File: src/rtl/dp_psum_drain.sv
// dp_psum_drain: drains the DP core partial-sum buffer in linear address
// order and streams each NUM_POLY-wide word on a valid/ready interface.
// Reads are credit-limited against a small skid FIFO, so the buffer read
// latency is hidden and backpressure never drops or repeats a word.
module dp_psum_drain #(
    parameter int COE_WIDTH         = 35,
    parameter int NUM_POLY          = 3,
    parameter int ADDR_WIDTH        = 9,
    parameter int LOG_NUM_BANK      = 3,
    parameter int COMMON_BRAM_DELAY = 1,
    parameter int FIFO_DEPTH        = 4
) (
    input  logic                                 clk,
    input  logic                                 rst_n,
    input  logic                                 i_start,
    output logic                                 o_busy,
    output logic                                 o_done,
    output logic                                 o_rden,
    output logic [ADDR_WIDTH+LOG_NUM_BANK-1:0]   o_rdaddr,
    input  logic [COE_WIDTH*NUM_POLY-1:0]        i_rddata,
    output logic                                 o_valid,
    input  logic                                 i_ready,
    output logic [COE_WIDTH*NUM_POLY-1:0]        o_data,
    output logic                                 o_last,
    output logic [ADDR_WIDTH+LOG_NUM_BANK-1:0]   o_index
);

    localparam int AW = ADDR_WIDTH + LOG_NUM_BANK;
    localparam int DW = COE_WIDTH * NUM_POLY;
    localparam int D  = COMMON_BRAM_DELAY;
    localparam int PW = (FIFO_DEPTH > 1) ? $clog2(FIFO_DEPTH) : 1;
    localparam int CW = $clog2(FIFO_DEPTH + 1);
    localparam logic [AW-1:0] LAST_ADDR = {AW{1'b1}};

    typedef enum logic [1:0] {IDLE, RUN, FLUSH, DONE} state_t;

    typedef struct packed {
        logic [DW-1:0] data;
        logic [AW-1:0] idx;
        logic          last;
    } entry_t;

    // FSM / read-issue registers
    state_t        state_q;
    logic [AW:0]   cnt_q;      // reads granted so far; MSB set means all N granted
    logic          rden_q;
    logic [AW-1:0] rdaddr_q;
    logic          busy_q;
    logic          done_q;

    // in-flight tracking and skid FIFO
    logic [D-1:0]         pipe_vld_q, pipe_vld_d;
    logic [D-1:0][AW-1:0] pipe_addr_q, pipe_addr_d;
    logic [CW-1:0]        infl_q, infl_d;
    logic [CW-1:0]        occ_q, occ_d;
    logic [PW-1:0]        wr_ptr_q, wr_ptr_d;
    logic [PW-1:0]        rd_ptr_q, rd_ptr_d;
    entry_t               mem_q [FIFO_DEPTH];
    entry_t               mem_d [FIFO_DEPTH];
    entry_t               head;

    logic          push, pop;
    logic [AW-1:0] push_addr;
    logic          credit_ok, start_ok, issue, flush_ok;

    function automatic logic [PW-1:0] ptr_inc(input logic [PW-1:0] p);
        ptr_inc = (p == PW'(FIFO_DEPTH - 1)) ? '0 : p + PW'(1);
    endfunction

    // Handshake, credit and FSM qualifiers. Credits use registered counts
    // only, so a pop frees its slot for reads granted from the next cycle.
    always_comb begin
        push      = pipe_vld_q[D-1];
        push_addr = pipe_addr_q[D-1];
        pop       = (occ_q != '0) && i_ready;
        credit_ok = ((CW+1)'(occ_q) + (CW+1)'(infl_q)) < (CW+1)'(FIFO_DEPTH);
        start_ok  = (state_q == IDLE) && i_start;
        issue     = (state_q == RUN) && !cnt_q[AW] && credit_ok;
        // drained once nothing is in flight and the FIFO empties this cycle
        flush_ok  = (infl_q == '0) &&
                    ((occ_q == '0) || ((occ_q == CW'(1)) && pop));
    end

    // Control FSM with registered read port, busy and done outputs.
    always_ff @(posedge clk or negedge rst_n) begin
        if (!rst_n) begin
            state_q  <= IDLE;
            cnt_q    <= '0;
            rden_q   <= 1'b0;
            rdaddr_q <= '0;
            busy_q   <= 1'b0;
            done_q   <= 1'b0;
        end else begin
            rden_q <= 1'b0;
            done_q <= 1'b0;
            case (state_q)
                IDLE: begin
                    cnt_q <= '0;
                    // FIFO is empty in IDLE, so read 0 is granted with the start
                    if (i_start) begin
                        state_q  <= RUN;
                        busy_q   <= 1'b1;
                        rden_q   <= 1'b1;
                        rdaddr_q <= '0;
                        cnt_q    <= (AW+1)'(1);
                    end
                end
                RUN: begin
                    if (issue) begin
                        rden_q   <= 1'b1;
                        rdaddr_q <= cnt_q[AW-1:0];
                        cnt_q    <= cnt_q + (AW+1)'(1);
                    end
                    if (rden_q && (rdaddr_q == LAST_ADDR)) state_q <= FLUSH;
                end
                FLUSH: begin
                    if (flush_ok) begin
                        state_q <= DONE;
                        done_q  <= 1'b1;
                    end
                end
                DONE: begin
                    busy_q  <= 1'b0;
                    state_q <= IDLE;
                end
                default: state_q <= IDLE;
            endcase
        end
    end

    // Shift register tracking (valid, addr) of reads until their data returns.
    always_comb begin
        pipe_vld_d     = pipe_vld_q;
        pipe_addr_d    = pipe_addr_q;
        pipe_vld_d[0]  = rden_q;
        pipe_addr_d[0] = rdaddr_q;
        for (int i = 1; i < D; i++) begin
            pipe_vld_d[i]  = pipe_vld_q[i-1];
            pipe_addr_d[i] = pipe_addr_q[i-1];
        end
    end

    // Next-state for counts, pointers and FIFO storage.
    always_comb begin
        infl_d   = infl_q + CW'(start_ok | issue) - CW'(push);
        occ_d    = occ_q + CW'(push) - CW'(pop);
        wr_ptr_d = push ? ptr_inc(wr_ptr_q) : wr_ptr_q;
        rd_ptr_d = pop  ? ptr_inc(rd_ptr_q) : rd_ptr_q;
        mem_d    = mem_q;
        if (push) begin
            mem_d[wr_ptr_q].data = i_rddata;
            mem_d[wr_ptr_q].idx  = push_addr;
            mem_d[wr_ptr_q].last = (push_addr == LAST_ADDR);
        end
    end

    // Datapath registers; reset also discards reads still in flight.
    always_ff @(posedge clk or negedge rst_n) begin
        if (!rst_n) begin
            pipe_vld_q  <= '0;
            pipe_addr_q <= '0;
            infl_q      <= '0;
            occ_q       <= '0;
            wr_ptr_q    <= '0;
            rd_ptr_q    <= '0;
            for (int i = 0; i < FIFO_DEPTH; i++) mem_q[i] <= '0;
        end else begin
            pipe_vld_q  <= pipe_vld_d;
            pipe_addr_q <= pipe_addr_d;
            infl_q      <= infl_d;
            occ_q       <= occ_d;
            wr_ptr_q    <= wr_ptr_d;
            rd_ptr_q    <= rd_ptr_d;
            mem_q       <= mem_d;
        end
    end

    assign head     = mem_q[rd_ptr_q];
    assign o_valid  = (occ_q != '0);
    assign o_data   = head.data;
    assign o_index  = head.idx;
    assign o_last   = head.last;
    assign o_busy   = busy_q;
    assign o_done   = done_q;
    assign o_rden   = rden_q;
    assign o_rdaddr = rdaddr_q;

endmodule

File: config.mk
export PLATFORM = sky130hd
export DESIGN_NAME = dp_psum_drain
export DESIGN_NICKNAME = d
export VERILOG_FILES = /design/src/rtl/dp_psum_drain.sv
export SDC_FILE = /design/constraint.sdc
export NUM_CORES = 1
export LEC_CHECK = 0
export BUFFER_PORTS_ARGS = -buffer_cell sky130_fd_sc_hd__buf_2
export CAP_MARGIN = 20
export CORE_UTILIZATION = 40
export CTS_CLUSTER_DIAMETER = 50
export DETAILED_ROUTE_END_ITERATION = 8
export GPL_ROUTABILITY_DRIVEN = 0
export HOLD_SLACK_MARGIN = 0.08
export PLACE_DENSITY = 0.71
export SLEW_MARGIN = 20
export SYNTH_ARGS = -nofsm -noshare
export SYNTH_HDL_FRONTEND = slang
export SYNTH_SLANG_ARGS = --single-unit
File: constraint.sdc
create_clock -name clk -period 2.85 [get_ports clk]
set_input_delay 0.4275 -clock clk [delete_from_list [all_inputs] [get_ports clk]]
set_output_delay 0.4275 -clock clk [all_outputs]
set_load 0.02 [all_outputs]
; Yosys cells after proc, flatten, opt, wreduce, memory -nomap -nowiden
; Index checks and enable logic that the tools add are counted.
[word_totals]
register_bits = 525
inputBits = 109
wordCells = 102
[classes]
n_addsub = 8
magnitude_cmp = 4
n_eq_ne = 12
n_mux = 31
bitwise_logic = 3
reduce_logical = 20
[ops]
columns = op, count
row1 = bitwise mux 472 bit, 3
row2 = demux 118 bit (select 2 bit), 3
row3 = 2-to-1 mux 118 bit, 3
row4 = binary-select mux 118 bit (select 2 bit), 1
row5 = 2-to-1 mux 13 bit, 2
row6 = case mux 13 bit (2 select lines), 1
row7 = "== test 12 bit, second input constant", 2
row8 = 2-to-1 mux 12 bit, 2
row9 = case mux 12 bit (2 select lines), 1
row10 = "adder 13 x 1 -> 13 bit, second input constant", 1
row11 = 2-to-1 mux 2 bit, 5
row12 = "== test 2 bit, second input constant", 4
row13 = logical AND 1 bit, 8
row14 = case mux 2 bit (4 select lines), 1
row15 = 2-to-1 mux 1 bit, 7
row16 = adder 3 x 1 -> 3 bit, 2
row17 = "greater-or-equal comparator 3 bit, second input constant", 2
row18 = zero test 3 bit, 2
row19 = "!= test 2 bit, second input constant", 3
row20 = inverter 2 -> 3 bit, 2
row21 = AND reduction 3 bit, 2
row22 = subtractor 3 x 1 -> 3 bit, 2
row23 = "adder 2 x 1 -> 2 bit, second input constant", 2
row24 = adder 3 x 3 -> 4 bit, 1
row25 = 13 further kinds, 16

; Logic depth before layout (Yosys ltp)
; Gate-level depths: netlist (run 1).
[depth]
depth_word = 8
ltp_mapped = 11
mapped_depth_nobuf = 10

; Worst setup path before layout (run 1)
; No wires, ideal clock.
[synth_timing]
path_type = register to register
from = register infl_q[2]
to = register infl_q[2]
setup_ns = 0.080
arrival_ns = 2.587
setup_slack_ns = 0.183
path_stages_with_launch = 12
period_less_slack_ns = 2.667
cell_sequence = dfrtp_1 ha_1 nor4_4 and3_1 buf_2 a21oi_1 ha_1 inv_1 ha_1 fa_1 xnor2_1 xnor2_1
[synth_between]
elab_chain_len = 6
[synth_rtl]
columns = item, line
row1 = from (decl), 54  ; logic [CW-1:0] infl_q, infl_d;
row2 = from (signal assigned), 170  ; infl_q <= infl_d;
row3 = adder 3 x 3 -> 4 bit, 76  ; credit_ok = ((CW+1)'(occ_q) + (CW+1)'(infl_q)) < (CW+1)'(FIFO_DEPTH);
row4 = < comparator 4 x 3 -> 1 bit, 76
row5 = logical AND 1 bit, 78  ; issue = (state_q == RUN) && !cnt_q[AW] && credit_ok;
row6 = bitwise OR 1 bit, 145  ; infl_d = infl_q + CW'(start_ok | issue) - CW'(push);
row7 = adder 3 x 1 -> 3 bit *, 145
row8 = subtractor 3 x 1 -> 3 bit *, 145
row9 = via infl_d[2], 54
; The timed path passes the listed nets; every way through them passes the cells marked *.
; A chain may end at the register's enable or synchronous reset.

; Worst setup path in the final report (run 1)
[layout_timing]
from = register rd_ptr_q[0]
to = output port o_index[8]
[layout_between]
elab_chain_len = 4
[layout_rtl]
columns = item, line
row1 = from (decl), 57  ; logic [PW-1:0] rd_ptr_q, rd_ptr_d;
row2 = from (signal assigned), 173  ; rd_ptr_q <= rd_ptr_d;
row3 = inverter 2 -> 3 bit (implied by the code), 178  ; assign head = mem_q[rd_ptr_q];
row4 = binary-select mux 118 bit (select 2 bit), 178
row5 = 2-to-1 mux 118 bit (implied by the code) (2 in a row), 178
row6 = to (decl), 25  ; output logic [ADDR_WIDTH+LOG_NUM_BANK-1:0] o_index
; Every way passes these cells. The select of a mux whose other input is x is not followed.

==> results of run 1 <==
worst reg2reg max path, delay by kind of cell (launching register included):
| family | cells | cell delay [ns] |
|---|---|---|
| AND/OR/NAND/NOR | 2 | 0.44 |
| buffers and inverters | 1 | 0.04 |
| XOR/XNOR | 2 | 0.35 |
| AO/OA/AOI/OAI | 1 | 0.07 |
| adder cells (fa/ha/maj) | 4 | 1.15 |
| flip-flops | 1 | 0.42 |
timing repair:
action	in CTS	in global routing
endpoints found under the hold margin	131	0
buffers inserted	1	0
gates resized for setup	0	0
hold buffers	33	0
endpoints found under the setup margin	51	0
through the flow:
stage / setup slack, ns / power (mW) / hold slack (ns) / std cells
final: 0.184 / 35.5 / 0.115 / 2483
after CTS: 0.115 / 36.0 / 0.0802 / 2480
after global placement: 0.341 / 26.6 / 0.435 / 2329
after detailed placement: 0.322 / 27.3 / 0.431 / 2329
after floorplan: 0.183 / 22.7 / 0.132 / 1363
after global routing: 0.0877 / 37.5 / 0.0973 / 2482
sequential cells by signal, indices dropped and copies added (netlist names), 2 cells and up:
name	flops
infl_q	3
occ_q	3
cnt_q	13
rd_ptr_q	2
pipe_addr_q	12
mem_q	472
o_rdaddr	12
wr_ptr_q	2
state_q	2
cells in the final DEF (no fill, tap or decap), types with 5 or more instances in the layout:
cell type	Yosys	routed
mux4_2	118	118
or3_1	9	9
o21ai_0	11	11
buf_4	0	30
clkinv_2	0	6
buf_2	41	241
nand4_1	8	8
mux2_2	474	474
nand2_1	18	14
xnor2_1	5	5
clkbuf_16	0	70
dlygate4sd3_1	0	33
nand3_1	11	11
inv_6	0	5
a221o_1	10	10
ha_1	17	17
dfrtp_1	525	523
buf_12	0	28
and3_1	12	12
clkbuf_8	0	10
nor2_1	5	5
inv_1	15	15
inv_8	0	6
a21oi_1	10	10
clkbuf_1	36	7
power groups by stage:
stage	clock [mW]	sequential [mW]	combinational (mW)
floorplan	0	12.1	10.5
global placement	0	12.6	14.1
detailed placement	0	12.8	14.4
CTS	8.74	12.7	14.6
global route	9.01	13.1	15.4
finish	8.51	12.7	14.3
final cells by class:
class	instances	area, um2
Clock buffer	87	1920
Inverter	15	56.3
Timing Repair Buffer	333	2340
Clock inverter	30	362
Tap cell	748	936
Fill cell	4674	27600
Antenna cell	3	7.51
Multi-Input combinational cell	742	9120
Sequential cell	525	13100
final timing paths:
path / endpoint / start / slack [ns] / cells past startpoint
worst max-delay path: o_index[8] / rd_ptr_q[0] / 0.18 / 4
worst min-delay path: mem_q[107] / i_rddata[94] / 0.11 / 2
worst max register to register: infl_q[2] / occ_q[2] / 0.31 / 10
worst min register to register: pipe_vld_q / o_rden / 0.47 / 0
max in group asynchronous: mem_q[159] / rst_n / 1.44 / 4
min in group asynchronous: mem_q[222] / rst_n / 0.37 / 2
cells by family after synthesis:
kind of cell | synth area share [%]
DFF | 58.0
adders and majority gates | 1.12
and+or+nand+nor | 2.06
AOI/OAI and AO/OA | 1.22
muxes | 35.5
buffers and inverters | 1.85
xor gates and xnor gates | 0.232
per-layer routing:
metal	vias up	routed length (um)	GRT usage, %
li1	5767	-	-
met1	6938	21300	22.8
met2	287	24300	29.3
met3	95	3070	4.81
met4	12	1090	6.00
met5	-	84	0
==> results.ini, run 1 <==
[critical_path]
cp_data_arrival_time_ns=2.24
path_buf_inv=3
crit_fanout=21
required_ns=2.42
crit_path_top_delay_cell=mux4_2
path_class=register to primary output
crit_path_start_kind=register
path_cells=buf_12, buf_4, mux4_2, buf_2
crit_path_end_kind=primary output
critPathTopFamily=buffers and inverters
slowest_delay_ns=0.51

[pwr]
p_clk_share_pct=24.0
pwr-share-comb_pct=40.3
p_int_mw=23.6
p_per_area_nw_per_um2=1270
p_switching_mw=11.9
ir_drop_uv=766
p_seq_share_pct=35.8
swShare_pct=33.6
power_leakage_nw=12.1

[floorplanning]
dieWidth_um=240
rows=86
design.core.area_um2=55500
die_h_um=240
start_util_pct=40.8
io_pins=243
die-area_um2=57600

[detailed_routing]
wire_per_inst_um=20.1
drt-pass1-iter-count=4
drt-initial-drc-count=548
drt.antenna.violating_nets=0
dr_total_vias=13100
vias_per_cell=5.28
route.detailed.drc=0
wirelength_um=49800

[yosys]
synth_nets=1491
synth_flop_cell=dfrtp_1
synth_edf_count=0
synth_area_leaders=dfrtp_1, mux2_2, mux4_2
synth_commonest_cells=dfrtp_1, mux2_2, mux4_2
async_reset_ff_share_pct=100
synth-seq-cells=525
yosysTopAreaCellShare_pct=58.0
yosysWarnings=0
postSynthAreaPerCell_um2=16.6
synthCells=1363
syn_area_um2=22600
synth-seq-area-share_pct=58.0
netlist-cell-type-count=41
yosysMostFrequentCell=dfrtp_1
synth_largest_area_cell=dfrtp_1

[global_routing]
grt_antenna_before_repair=8
grt_usage_pct=17.9
grt_max_degree=70
grt_first_pass_wirelength_um=80200
grt_pass1_vias=14600
grt_overflow_total=0

[timing]
finClkSkew_ns=0.0256
setup_violations=0
drv_slew=0
min_period_over_period_pct=93.6
rsz0062_at_grt=no
setup_tns_ns=0
min_period_ns=2.67
max_slew_margin_pct=56.4
fmax_mhz=375
worstMarginPinSlew_ns=0.654
hold_violations=0

[min_path]
hold_class=input port to register

[flow_run]
max_cap_violations=0

[placement]
place_area_um2=25300
dpl.hpwl_um=31900
portBuffers=242

[cells_and_area]
syn_to_final_growth_pct=23.1
nets=1812
postLayoutCoreUtil_pct=50.2
stdcell_area_um2=27900
final_layout_size_suffix_gt1_share_pct=58.6

[cts]
cts_buffer_depth=3
cts.htree.levels=3
cts_buffers=67
clock_latency_ns=0.59
cts_tree=built
clkSlewWorstSetupHoldPaths_ns=0.06
clock_sinks=525
cts_root_buf=clkbuf_16

[status]
outcome=finished clean

Power figures use the tool's default switching activity.
==> run 2: changes to the inputs <==
- ABC_AREA: unset -> 1
- RECOVER_POWER: unset -> 50
- SLEW_MARGIN: 20 -> 30
==> results.ini, run 2 <==
[status]
outcome=finished with violations
violations=max-capacitance violations, max-slew violations

[timing]
setup_violations=0  ; unchanged
rsz0062_at_grt=no
setup_ws_ns=0.115  ; -0.0683 ns
setup_tns_ns=0  ; unchanged
min_period_ns=2.73  ; +0.0683 ns
worstMarginPinSlew_ns=2.12  ; +1.46 ns
min_period_over_period_pct=96.0  ; +2.4 points
drv_slew=72  ; +72
finClkSkew_ns=0.0177  ; -0.00789 ns
hold_violations=0  ; unchanged
max_slew_margin_pct=-41.1  ; -98 points
fmax_mhz=366  ; -2.5%

[placement]
place_area_um2=24900  ; -1.5%
pre_cts_slack_ns=0.411  ; +0.0895 ns
place_inst=3481  ; +49%
portBuffers=242  ; unchanged
dpl.hpwl_um=34900  ; +9.6%

[yosys]
synth_simple_gate_area_share_pct=14.6  ; +13 points
async_reset_ff_share_pct=100  ; unchanged
netlist-cell-type-count=31  ; -24%
synth_flop_cell=dfrtp_1
synthMuxAreaShare_pct=0  ; -35 points
synth_edf_count=0  ; unchanged
yosysMostFrequentCell=o21ai_0
synth_top_family_by_area=compound AO/OA/AOI/OAI gates
syn_area_um2=22700  ; +0.12%
synth_nets=2735  ; +83%
synth_commonest_cells=o21ai_0, nand2_1, dfrtp_1
synth_area_leaders=dfrtp_1, o21ai_0, nand2_1
synth_xor_area_share_pct=0.155  ; -0.078 points
postSynthAreaPerCell_um2=8.70  ; -48%
yosysWarnings=0  ; unchanged
synth-seq-area-share_pct=58.0  ; -0.067 points
synth-seq-cells=525  ; unchanged
synth-compound-area-share_pct=19.7  ; +18 points
synthAdderAreaFrac_pct=1.11  ; -0.0013 points
synthCells=2607  ; +91%
synth_largest_area_cell=dfrtp_1
yosysTopAreaCellShare_pct=58.0  ; -0.067 points

[cells_and_area]
largest_reg_flops=472  ; unchanged
nets=2923  ; +61%
final_common_cell=o21ai_0
mostFrequentLayoutCells=o21ai_0, nand2_1, dfrtp_1
stdcell_area_um2=26700  ; -4.2%
regMostFlops=mem_q
final_cell_count_no_fill=3587  ; +44%
final_layout_size_suffix_gt1_share_pct=14.2  ; -44 points
syn_to_final_growth_pct=17.8
postLayoutCoreUtil_pct=48.1  ; -2.1 points
reg_top3=mem_q x472, cnt_q x13

[detailed_routing]
drt.antenna.violating_nets=0  ; unchanged
drt-pass1-iter-count=6  ; +2
wirelength_um=56400  ; +13%
route.detailed.drc=0  ; unchanged
wl_met2_um=26800  ; +10%
vias_per_cell=5.15  ; -2.3%
dr_total_vias=18500  ; +41%
wire_per_inst_um=15.7  ; -22%
drt-initial-drc-count=1379  ; +150%
m1WireLength_um=25100  ; +18%
wl_met3_um=3460  ; +13%
top_layer_used=met5

[cts]
cts_buffers=59  ; -12%
postCtsSetupBuffers=0  ; -1
cts_root_buf=clkbuf_16
clkSlewWorstSetupHoldPaths_ns=0.06  ; about the same
cts_buffer_depth=3  ; unchanged
cts.htree.levels=2  ; -1
cts_tree=built
clock_latency_ns=0.60  ; about the same
clock_sinks=525  ; unchanged

[global_routing]
grt_pass1_vias=17600  ; +21%
grt_antenna_before_repair=2  ; -6
grt_usage_pct=19.7  ; +1.9 points
grt_first_pass_wirelength_um=92400  ; +15%
grt_overflow_total=0  ; unchanged
grt_max_degree=121  ; +73%

[floorplanning]
design.core.area_um2=55500  ; unchanged
start_util_pct=40.8  ; +0.047 points
die-area_um2=57600  ; +0.11%
rows=86  ; unchanged
die_h_um=240  ; about the same
dieWidth_um=240  ; about the same
io_pins=243  ; unchanged

[pwr]
power_leakage_nw=12.9  ; +6.5%
ir_drop_uv=766  ; about the same
p_int_mw=19.9  ; -16%
p_switching_mw=13.7  ; +15%
p_clk_share_pct=22.5  ; -1.5 points
p_seq_share_pct=36.9  ; +1.1 points
p_per_area_nw_per_um2=1260  ; -1.4%
pwr-share-comb_pct=40.7  ; +0.4 points
swShare_pct=40.7  ; +7.1 points

[min_path]
hold_class=input port to register
hold_depth=3  ; +1
worstHoldEndpoint=mem_q[383]
min_from=i_rddata[16]

[critical_path]
crit_path_start_kind=register
required_ns=2.42  ; about the same
rrSetupSlack_ns=0.33  ; +0.02 ns
r2r_start=state_q[1]
crit_fanout=116  ; +450%
r2r_cells=8  ; -2
crit_path_end_kind=primary output
cp_data_arrival_time_ns=2.31  ; +0.07 ns
r2r-end=o_rdaddr[2]
path_class=register to primary output

[flow_run]
max_cap_violations=1  ; +1

-- run 2: logic make-up (layout without fill, tap and decap cells) --
kind of cell	Yosys count	count (layout)
other	0	1
XOR/XNOR	4	4
adder cells (fa/ha/maj)	19	19
AND/OR/NAND/NOR	859	859
buffers and inverters	345	576
flip-flops	525	525
AO/OA/AOI/OAI	855	855
-- run 2: worst max-delay path by stage --
stage | slack [ns] | from | to
global placement | 0.43 | infl_q[2] | infl_q[2]
detailed placement | 0.41 | infl_q[2] | infl_q[2]
finish | 0.12 | rd_ptr_q[0] | o_data[104]
global route | 0.01 | rst_n | mem_q[246]
floorplan | 0.55 | infl_q[2] | infl_q[2]
CTS | 0.05 | rd_ptr_q[0] | o_data[53]
-- run 2: per-layer routing --
layer,up-vias,track usage (%)
li1,9005,-
met5,-,0
met2,508,32.3
met1,8889,26.8
met4,2,5.31
met3,81,3.62
-- run 2: cell type report --
type	count	area (um2)
clock inverter	21	239
fill	5309	28800
tap	748	936
clock buffer	83	1700
inverter	158	602
multi-input combinational	1737	8070
timing repair buffer	314	2030
sequential	525	13100
antenna	1	2.50
-- run 2: repair_timing --
action	4_1_cts	5_1_grt
endpoints found under the setup margin	0	4
gates resized for setup	0	3
hold endpoints to repair	64	0
hold buffers	1	0
-- run 2: power by group through the flow --
stage	logic, mW	registers (mW)	clock network [mW]
finish	13.6	12.4	7.53
global route	15.3	12.7	8.02
CTS	13.8	12.4	7.71
detailed placement	13.7	12.4	0
global placement	13.5	12.4	0
floorplan	9.58	12.0	0
-- run 2: worst max-delay path, stage by stage, from the launching register on --
cell	delay, ns
dfrtp_4	0.50
buf_12	0.35
o21ai_0	0.18
o22ai_1	0.29
buf_2	0.22
-- run 2: stage by stage --
stage               power, mW  hold WS, ns
floorplan                21.6        0.132
global placement         25.8        0.424
CTS                      33.9       0.0822
detailed placement       26.2        0.426
finish                   33.5        0.125
global route             36.1        0.105
